File: src/rtl/cmda_dly_pkg.sv
// rtl/cmda_dly_pkg.sv - shared types, constants and index helpers for the cmd/addr delay sequencer
// Used by cmd_addr_dly_seq and cmda_dly_table; CMDA_DLY_DIRTY_ONLY_EN changes what callers pass as eligible.
package cmda_dly_pkg;

  localparam int DLY_W      = 8;
  localparam int DLY_ADDR_W = 5;

  localparam logic [DLY_ADDR_W-1:0] CMD_BASE = 5'd24;
  localparam logic [DLY_ADDR_W-1:0] CMD_LAST = 5'd31;

  typedef enum logic [1:0] {
    ST_IDLE,
    ST_LOAD,
    ST_SET,
    ST_WAIT
  } seq_state_t;

  // Address lines occupy the bottom of the index space, command lines sit at CMD_BASE..CMD_LAST.
  function automatic logic [31:0] valid_mask(input int addr_num);
    logic [31:0] m;
    for (int i = 0; i < 32; i++)
      m[i] = (i < addr_num) || ((i >= int'(CMD_BASE)) && (i <= int'(CMD_LAST)));
    return m;
  endfunction

  // Lowest eligible index at or above 'from'; the MSB of the result flags a hit.
  function automatic logic [DLY_ADDR_W:0] next_idx(input logic [DLY_ADDR_W:0] from,
                                                   input logic [31:0]         elig);
    logic [DLY_ADDR_W:0] res;
    res = '0;
    for (int i = 31; i >= 0; i--)
      if ((6'(i) >= from) && elig[i])
        res = {1'b1, 5'(i)};
    return res;
  endfunction

endpackage

File: src/rtl/cmda_dly_table.sv
// rtl/cmda_dly_table.sv - 32x8 delay table with replay and registered readback ports
// Dirty bits exist only when CMDA_DLY_DIRTY_ONLY_EN is defined.
module cmda_dly_table
  import cmda_dly_pkg::*;
#(
  parameter int               ADDRESS_NUMBER = 15,
  parameter logic [DLY_W-1:0] DEFAULT_DLY    = 8'h00
) (
  input  logic                  clk_div,
  input  logic                  rst,
  input  logic                  wr_en,
  input  logic [DLY_ADDR_W-1:0] wr_addr,
  input  logic [DLY_W-1:0]      wr_data,
  input  logic [DLY_ADDR_W-1:0] rep_addr,
  output logic [DLY_W-1:0]      rep_data,
  input  logic [DLY_ADDR_W-1:0] rd_addr,
  output logic [DLY_W-1:0]      rd_data
`ifdef CMDA_DLY_DIRTY_ONLY_EN
  ,
  input  logic                  clr_en,
  input  logic [DLY_ADDR_W-1:0] clr_addr,
  output logic [31:0]           dirty
`endif
);

  localparam logic [31:0] VALID = valid_mask(ADDRESS_NUMBER);

  logic [DLY_W-1:0] mem [32];

  // Unused indices keep their reset value but are never visible on readback.
  always_ff @(posedge clk_div or negedge rst) begin
    if (!rst) begin
      for (int i = 0; i < 32; i++)
        mem[i] <= DEFAULT_DLY;
      rd_data <= '0;
    end else begin
      if (wr_en && VALID[wr_addr])
        mem[wr_addr] <= wr_data;
      rd_data <= VALID[rd_addr] ? mem[rd_addr] : '0;
    end
  end

  assign rep_data = mem[rep_addr];

`ifdef CMDA_DLY_DIRTY_ONLY_EN
  // A load in the same cycle as the write consumes the forwarded value, so clear wins.
  always_ff @(posedge clk_div or negedge rst) begin
    if (!rst) begin
      dirty <= '0;
    end else begin
      for (int i = 0; i < 32; i++) begin
        if (clr_en && (clr_addr == 5'(i)))
          dirty[i] <= 1'b0;
        else if (wr_en && VALID[i] && (wr_addr == 5'(i)))
          dirty[i] <= 1'b1;
      end
    end
  end
`endif

endmodule

File: src/rtl/cmd_addr_dly_seq.sv
// rtl/cmd_addr_dly_seq.sv - replays the cmd/addr ODELAY table into the PHY, then pulses set
// Optional CMDA_DLY_DIRTY_ONLY_EN: replay only entries written since their last load.
module cmd_addr_dly_seq
  import cmda_dly_pkg::*;
#(
  parameter int               ADDRESS_NUMBER = 15,
  parameter logic [DLY_W-1:0] DEFAULT_DLY    = 8'h00,
  parameter int               SETTLE_CYCLES  = 2
) (
  input  logic                  clk_div,
  input  logic                  rst,
  input  logic                  wr_en,
  input  logic [DLY_ADDR_W-1:0] wr_addr,
  input  logic [DLY_W-1:0]      wr_data,
  output logic                  wr_ready,
  input  logic [DLY_ADDR_W-1:0] rd_addr,
  output logic [DLY_W-1:0]      rd_data,
  input  logic                  start,
  output logic                  busy,
  output logic                  done,
  output logic [DLY_ADDR_W-1:0] dly_addr,
  output logic [DLY_W-1:0]      dly_data,
  output logic                  ld_delay,
  output logic                  set
);

  localparam logic [31:0] VALID  = valid_mask(ADDRESS_NUMBER);
  localparam logic [3:0]  SETTLE = 4'(SETTLE_CYCLES);

  seq_state_t state, state_nxt;
  logic [DLY_ADDR_W-1:0] idx, idx_nxt;
  logic [3:0]            cnt, cnt_nxt;
  logic                  ld_nxt, set_nxt, done_nxt;
  logic [DLY_ADDR_W-1:0] addr_nxt;
  logic [DLY_W-1:0]      data_nxt;

  logic                  wr_acc;
  logic                  launch;
  logic [DLY_ADDR_W:0]   from;
  logic [31:0]           elig;
  logic                  hit;
  logic [DLY_ADDR_W-1:0] sel;
  logic [DLY_W-1:0]      rep_data;

  assign wr_acc = wr_en & wr_ready;
  assign launch = ((state == ST_IDLE) && start) || (state == ST_LOAD);
  assign from   = (state == ST_IDLE) ? '0 : ({1'b0, idx} + 6'd1);

`ifdef CMDA_DLY_DIRTY_ONLY_EN
  logic [31:0] dirty;
  logic [31:0] wr_hot;
  // A write landing with start must count as dirty for the first search.
  assign wr_hot = wr_acc ? (32'd1 << wr_addr) : '0;
  assign elig   = VALID & (dirty | wr_hot);
`else
  assign elig   = VALID;
`endif

  assign {hit, sel} = next_idx(from, elig);

  cmda_dly_table #(
    .ADDRESS_NUMBER (ADDRESS_NUMBER),
    .DEFAULT_DLY    (DEFAULT_DLY)
  ) u_table (
    .clk_div  (clk_div),
    .rst      (rst),
    .wr_en    (wr_acc),
    .wr_addr  (wr_addr),
    .wr_data  (wr_data),
    .rep_addr (sel),
    .rep_data (rep_data),
    .rd_addr  (rd_addr),
    .rd_data  (rd_data)
`ifdef CMDA_DLY_DIRTY_ONLY_EN
    ,
    .clr_en   (ld_nxt),
    .clr_addr (sel),
    .dirty    (dirty)
`endif
  );

  always_comb begin
    state_nxt = state;
    idx_nxt   = idx;
    cnt_nxt   = cnt;
    ld_nxt    = 1'b0;
    set_nxt   = 1'b0;
    done_nxt  = 1'b0;
    addr_nxt  = dly_addr;
    data_nxt  = dly_data;
    case (state)
      ST_IDLE, ST_LOAD: begin
        if (launch) begin
          if (hit) begin
            state_nxt = ST_LOAD;
            idx_nxt   = sel;
            ld_nxt    = 1'b1;
            addr_nxt  = sel;
            // Forward a write accepted alongside start; the array only updates at this edge.
            data_nxt  = (wr_acc && (wr_addr == sel)) ? wr_data : rep_data;
          end else begin
            state_nxt = ST_SET;
            set_nxt   = 1'b1;
          end
        end
      end
      ST_SET: begin
        state_nxt = ST_WAIT;
        cnt_nxt   = SETTLE;
      end
      ST_WAIT: begin
        if (cnt <= 4'd1) begin
          state_nxt = ST_IDLE;
          done_nxt  = 1'b1;
        end else begin
          cnt_nxt = cnt - 4'd1;
        end
      end
      default: state_nxt = ST_IDLE;
    endcase
  end

  always_ff @(posedge clk_div or negedge rst) begin
    if (!rst) begin
      state    <= ST_IDLE;
      idx      <= '0;
      cnt      <= '0;
      dly_addr <= '0;
      dly_data <= '0;
      ld_delay <= 1'b0;
      set      <= 1'b0;
      done     <= 1'b0;
      busy     <= 1'b0;
      wr_ready <= 1'b1;
    end else begin
      state    <= state_nxt;
      idx      <= idx_nxt;
      cnt      <= cnt_nxt;
      dly_addr <= addr_nxt;
      dly_data <= data_nxt;
      ld_delay <= ld_nxt;
      set      <= set_nxt;
      done     <= done_nxt;
      busy     <= (state_nxt != ST_IDLE);
      wr_ready <= (state_nxt == ST_IDLE);
    end
  end

endmodule
File: config.mk
export PLATFORM = sky130hd
export DESIGN_NAME = cmd_addr_dly_seq
export DESIGN_NICKNAME = d
export VERILOG_FILES = /design/src/rtl/cmda_dly_pkg.sv /design/src/rtl/cmda_dly_table.sv /design/src/rtl/cmd_addr_dly_seq.sv
export SDC_FILE = /design/constraint.sdc
export NUM_CORES = 1
export LEC_CHECK = 0
export BUFFER_PORTS_ARGS = -buffer_cell sky130_fd_sc_hd__buf_2
export CORE_MARGIN = 2
export CORE_UTILIZATION = 55
export DETAILED_ROUTE_END_ITERATION = 10
export GPL_ROUTABILITY_DRIVEN = 0
export PLACE_DENSITY = 0.81
export SYNTH_ARGS = -nofsm -noshare
export SYNTH_HDL_FRONTEND = slang
export SYNTH_HIERARCHICAL = 1
export SYNTH_SLANG_ARGS = --single-unit
File: constraint.sdc
create_clock -name clk_div -period 3.7 [get_ports clk_div]
set_input_delay 0.185 -clock clk_div [delete_from_list [all_inputs] [get_ports clk_div]]
set_output_delay 0.185 -clock clk_div [all_outputs]
set_load 0.05 [all_outputs]
Word level (Yosys, flattened, before mapping)
Memories as Yosys holds them, arrays and structs flattened.
Index checks and enable logic that the tools add are counted.
- flip-flop bits (word level): 288
- bits in read-only memories: 64
- output and inout port bits: 26
- logic and storage cells: 148
- memories kept: 2
- add/sub/neg operators: 2
- order comparisons: 30
- eq/ne operators: 5
- mux-type cells: 51
- bitwise logic cells: 4
- reductions and logical operators: 12
- memory list (memory ; words ; bits a word ; rd ports ; clocked after memory_dff ; write ports ; line ; RTL):
    (no name shown) ; 32 ; 1 ; 1 ; 0 ; 0 ; cmda_dly_table.sv:37 ; if (wr_en && VALID[wr_addr])
    (no name shown) ; 32 ; 1 ; 1 ; 0 ; 0 ; cmda_dly_table.sv:39 ; rd_data <= VALID[rd_addr] ? mem[rd_addr] : '0;
- operator list (kind ; count):
    bitwise mux 256 bit ; 1
    2-to-1 mux 6 bit ; 24
    binary-select mux 8 bit (select 5 bit) ; 2
    2-to-1 mux 8 bit ; 7
    greater-or-equal comparator 5 x 6 -> 1 bit, first input constant ; 8
    greater-or-equal comparator 4 x 6 -> 1 bit, first input constant ; 7
    demux 8 bit (select 5 bit) ; 1
    greater-or-equal comparator 3 x 6 -> 1 bit, first input constant ; 4
    greater-or-equal comparator 6 bit, second input constant ; 3
    NOT 5 -> 6 bit ; 3
    greater-or-equal comparator 1 x 6 -> 1 bit, first input constant ; 2
    greater-or-equal comparator 2 x 6 -> 1 bit, first input constant ; 2
    < comparator 5 x 6 -> 1 bit, second input constant ; 2
    2-to-1 mux 1 bit ; 10
    case mux 4 bit (2 select lines) ; 1
    adder 5 x 1 -> 6 bit, second input constant ; 1
    < comparator 6 x 1 -> 1 bit, second input constant ; 1
    2-to-1 mux 2 bit ; 3
    case mux 2 bit (3 select lines) ; 1
    equality test 5 bit ; 1
    equality test 2 bit, second input constant ; 2
    less-or-equal comparator 4 x 1 -> 1 bit, second input constant ; 1
    logical AND 1 bit ; 4
    logical NOT 2 bit ; 2
    other kinds (10) ; 11

Longest topological paths before layout
- depth after elaboration: 31
- mapped depth: 13
- gate-level depth less buffers: 10

By module
The synthesis kept the hierarchy.
- by module, submodules not included (module ; times used ; cells each ; area each (um^2) ; seq. area each (um^2)):
    cmda_dly_table ; 1 ; 868 ; 12731.0 ; 6606.3
    cmd_addr_dly_seq ; 1 ; 180 ; 1682.9 ; 601.8

Worst setup path before layout
Ideal clock, no wire load.
- path type: register -> register
- start point: reg idx[1]
- end point: reg dly_data[6]
- library setup time: 0.123 ns
- arrival: 3.403 ns
- setup slack: 0.174 ns
- stages on the path, launching flop included: 14
- cell sequence: dfrtp_1 > ha_1 > buf_4 > and3_4 > mux2i_2 > o221a_1 > a221oi_2 > and2_2 > buf_1 > or3b_2 > buf_1 > o22ai_1 > nor4_1 > o221a_1
- longest elaborated chain between the ends: 31
- elaborated cells on any way between the ends: 56
- classes of those cells: add/sub (1); order compare (23); eq/ne (1); mux (28); bitwise (1); reduce/logical (2)
- RTL lines (element ; line ; RTL):
    from (decl) ; cmd_addr_dly_seq.sv:31 ; logic [DLY_ADDR_W-1:0] idx, idx_nxt;
    from (signal assigned) ; cmd_addr_dly_seq.sv:137 ; idx <= idx_nxt;
    adder 5 x 1 -> 6 bit * ; cmd_addr_dly_seq.sv:47 ; assign from = (state == ST_IDLE) ? '0 : ({1'b0, idx} + 6'd1);
    2-to-1 mux 6 bit * ; cmd_addr_dly_seq.sv:47 ;
    greater-or-equal comparator 5 x 6 -> 1 bit ; cmda_dly_pkg.sv:32 ; if ((6'(i) >= from) && elig[i])
    2-to-1 mux 6 bit (22 in series) ; cmda_dly_pkg.sv:32 ;
    2-to-1 mux 6 bit * ; cmda_dly_pkg.sv:32 ;
    named net sel[0] ; cmd_addr_dly_seq.sv:42 ; logic [DLY_ADDR_W-1:0] sel;
    NOT 5 -> 6 bit (not written as such) * ; cmda_dly_table.sv:43 ; assign rep_data = mem[rep_addr];
    binary-select mux 8 bit (select 5 bit) * ; cmda_dly_table.sv:43 ;
    2-to-1 mux 8 bit (not written as such) * (2 in series) ; cmda_dly_table.sv:43 ;
    named net rep_data[6] ; cmd_addr_dly_seq.sv:43 ; logic [DLY_W-1:0] rep_data;
    2-to-1 mux 8 bit * ; cmd_addr_dly_seq.sv:100 ; data_nxt = (wr_acc && (wr_addr == sel)) ? wr_data : rep_data;
    to (signal assigned) ; cmd_addr_dly_seq.sv:140 ; dly_data <= data_nxt;
    to (decl) ; cmd_addr_dly_seq.sv:22 ; output logic [DLY_W-1:0] dly_data,
Mark *: on every way through the listed nets, which the timed path passes. The rest lies on a longest branch. The select of a mux whose other input is x is not followed.
A chain may end at the register's enable or synchronous reset.

Worst setup path in the final report
- start point: reg idx[1]
- end point: reg dly_data[5]
The elaborated chain is that of the path after synthesis.

==> metrics.md <==
| Metric | Value |
|---|---|
| Final WS setup | 0.198 ns |
| Setup violations, final | 0 |
| Fin. max-slew vios | 0 |
| Hold Path Cell Cnt | 3 |
| Commonest cells after routing, fill and taps aside | dfrtp_1, mux2_2, mux4_2 |
| Detailed Routing Iterations Pass 1 | 6 |
| Most frequently used flop master after synthesis | dfrtp_1 |
| Hold WS | ~0.034 ns |
| Critical path endpoint category | register |
| Flops & latches, synth | 288 |
| Row Count | 59 |
| Port buffer count | 47 |
| Leak | 7.29 nW |
| Setup TNS | 0 ns |
| Initial antenna violation count | 0 |
| Vias post-DR | approximately 9100 |
| H-tree depth | 1 |
| Ys Warns | 6 |
| Dpl ws | ~0.26 ns |
| FILL cells | ~1900 |
| Startpoint Class | register |
| Hold Crit Class | primary input to register |
| CTS buffer count | 30 |
| Fin crit period | 3.50 ns |
| Cell Area, Placed | 14700 um2 |
| Post-synthesis net count | about 1100 |
| Tcrit/Tclk final | 94.6% |
| R2R setup slack | roughly 0.20 ns |
| Area Growth Syn to Fin | 9.43% |
| Mean number of vias per cell | 6.67 |
| Initial Util | 55.6% |
| Worst EP required | ~4.1 ns |
| WL final | 34.9 mm |
| Average wire per standard cell | 25.5 um |
| Critical R2R Capture | dly_data[5] |
| VDD IR max | 664 uV |
| CTS root buf | clkbuf_16 |
| Kind of critical path | register to register |
| Slew HR | 24.3% |
| Sequential area share after synthesis | 50.0% |
| Yosys top cell area share | between 40 and 50% |
| Grt ovf | 0 |
| Layout cells sized above 1 | 40.8% |
| GRT Overall Usage | between 20 and 30% |
| Power density over cell area | 717 nW/um2 |
| Start of the worst register-to-register path | idx[1] |
| TritonCTS Sinks | 288 |
| Die width | approximately 170 um |
| Crit path DAT | 3.94 ns |
| Area contributors post-synth | dfrtp_1, mux2_2, mux4_2 |
| Commonest non-fill, non-tap cell in the layout | dfrtp_1 |
| Largest net degree at the start of global routing | 120 |
| Crit Path Max Fanout | 24 |
| Outcome | finished, final reports clean |
| Skew final | 0.0166 ns |
| First-pass GRT wire length | 55.1 mm |
| Nets | around 1000 |
| Post-route cell area | ~16000 um2 |
| Worst hold endpoint | u_table/rd_data[7] |
| Worst reg-to-reg path cell count | 10 |
| Post-route ant nets | 0 |
| HP Start | rd_addr[4] |
| Clk buf depth | 3 |
| Area leader, netlist | dfrtp_1 |
| Die footprint | 27500 um2 |
| Placed wire-length estimate | 22.5 mm |
| Gates resized, CTS repair | 0 |
| CTS tree | yes |
| Synth Instances | approximately 1000 |
| Worst slew pin tran | 1.13 ns |
| Ant diodes | 0 |
| Number of global-route vias before repair | 9396 |
| Clock slew at reported path FFs | 0.06 ns |
| Post-synth EDFFs | 0 |
| Die Y | ~170 um |
| Final Hold Fails | 0 |
| Ports | 48 |
| RSZ-0062 raised after global routing | no |
| Ys async rst share | 100% |
| F_max | 286 MHz |
| Core area | 25900 um2 |
| Clk Latency, worst-skew pair | 0.55 ns |
| MaxCap Viol Count | 0 |
| Library cells used by synthesis | 72 |
| Netlist Area Pre-Place | 14400 um2 |
| Initial drt markers | 882 |
| DRC | 0 |
| Syn Area/Cell | between 10 and 15 um2 |
[worst max path at each step]
| stage | startpoint | endpoint | cells past startpoint |
|---|---|---|---|
| 3_5_place_dp | idx[1] | dly_data[0] | 10 |
| 5_1_grt | idx[1] | dly_data[0] | 10 |
| 3_3_place_gp | idx[0] | dly_data[0] | 10 |
| 4_1_cts | idx[1] | dly_data[7] | 10 |
| 2_1_floorplan | idx[1] | dly_data[6] | 13 |
| 6_report | idx[1] | dly_data[5] | 10 |
[state kept, by name (all words and copies together) (netlist names)]
signal / flops
idx: 5
busy: 1
set: 1
ld_delay: 1
dly_data: 8
done: 1
u_table/rd_data: 8
wr_ready: 1
cnt: 4
u_table/mem: 256
state: 2
[power by group]
part	leakage [nW]	internal [W]	switching, W
combinational	2.83	0.00193	0.00261
sequential	3.95	0.00340	0.000228
clock	0.514	0.00191	0.00122
total	7.29	0.00724	0.00407
[worst max-delay path, cell delays in order, from the launching register on]
cell	delay (ns)
dfrtp_1	0.36
ha_1	0.34
and3_4	0.25
mux2i_2	0.43
mux2i_1	0.31
and2_2	0.27
buf_4	0.37
mux4_2	0.36
o22ai_1	0.30
nor4_1	0.11
o221a_1	0.28
[cell usage after synthesis, types with 10 or more instances]
master and n:
mux2_2 180, mux4_2 90, clkbuf_1 101, nor3_1 10
buf_4 13, nand3b_1 10, nor2_1 21, mux2i_1 44
nand2b_1 15, buf_2 16, o22ai_1 32, a221oi_1 10
nand2_1 35, o21ai_0 11, o211ai_1 18, nor2b_1 10
dfrtp_1 287
[layout make-up]
cell class	count	area [um2]	share of cell area (%)
clock inverter	12	168	1.06
multi-input combinational	607	6510	41.3
clock buffer	42	867	5.50
tap	335	419	2.66
timing repair buffer	76	561	3.55
inverter	10	40.0	0.254
sequential	288	7210	45.7
[stage by stage]
stage	instances	total power, W	util, %
3_3_place_gp	1313	0.00803	56.8
6_report	1370	0.0113	60.9
2_1_floorplan	1048	0.00692	-
4_1_cts	1370	0.0113	60.9
3_5_place_dp	1313	0.00814	56.8
5_1_grt	1370	0.0118	60.9
[repair_timing]
item	CTS	global route
hold buffers	3	0
setup buffers	0	0
endpoints found under the hold margin	119	0
[cells by family (layout without fill, tap and decap cells)]
family,after synthesis,after routing,synth area share [%]
muxes,324,324,32.0
DFF,288,288,50.0
and+or+nand+nor,159,159,6.53
buffers and inverters,153,140,4.83
AOI/OAI and AO/OA,118,118,6.20
adders and majority gates,4,4,0.330
xor gates and xnor gates,2,2,0.122
[routing by layer]
layer	global-route usage (%)	vias up	part of all wire, %
li1	-	3839	-
met1	35.6	4698	40
met2	39.5	470	46
met3	5.91	126	8.9
met4	10.9	0	5.0
met5	0	-	0
Power figures use the tool's default switching activity.
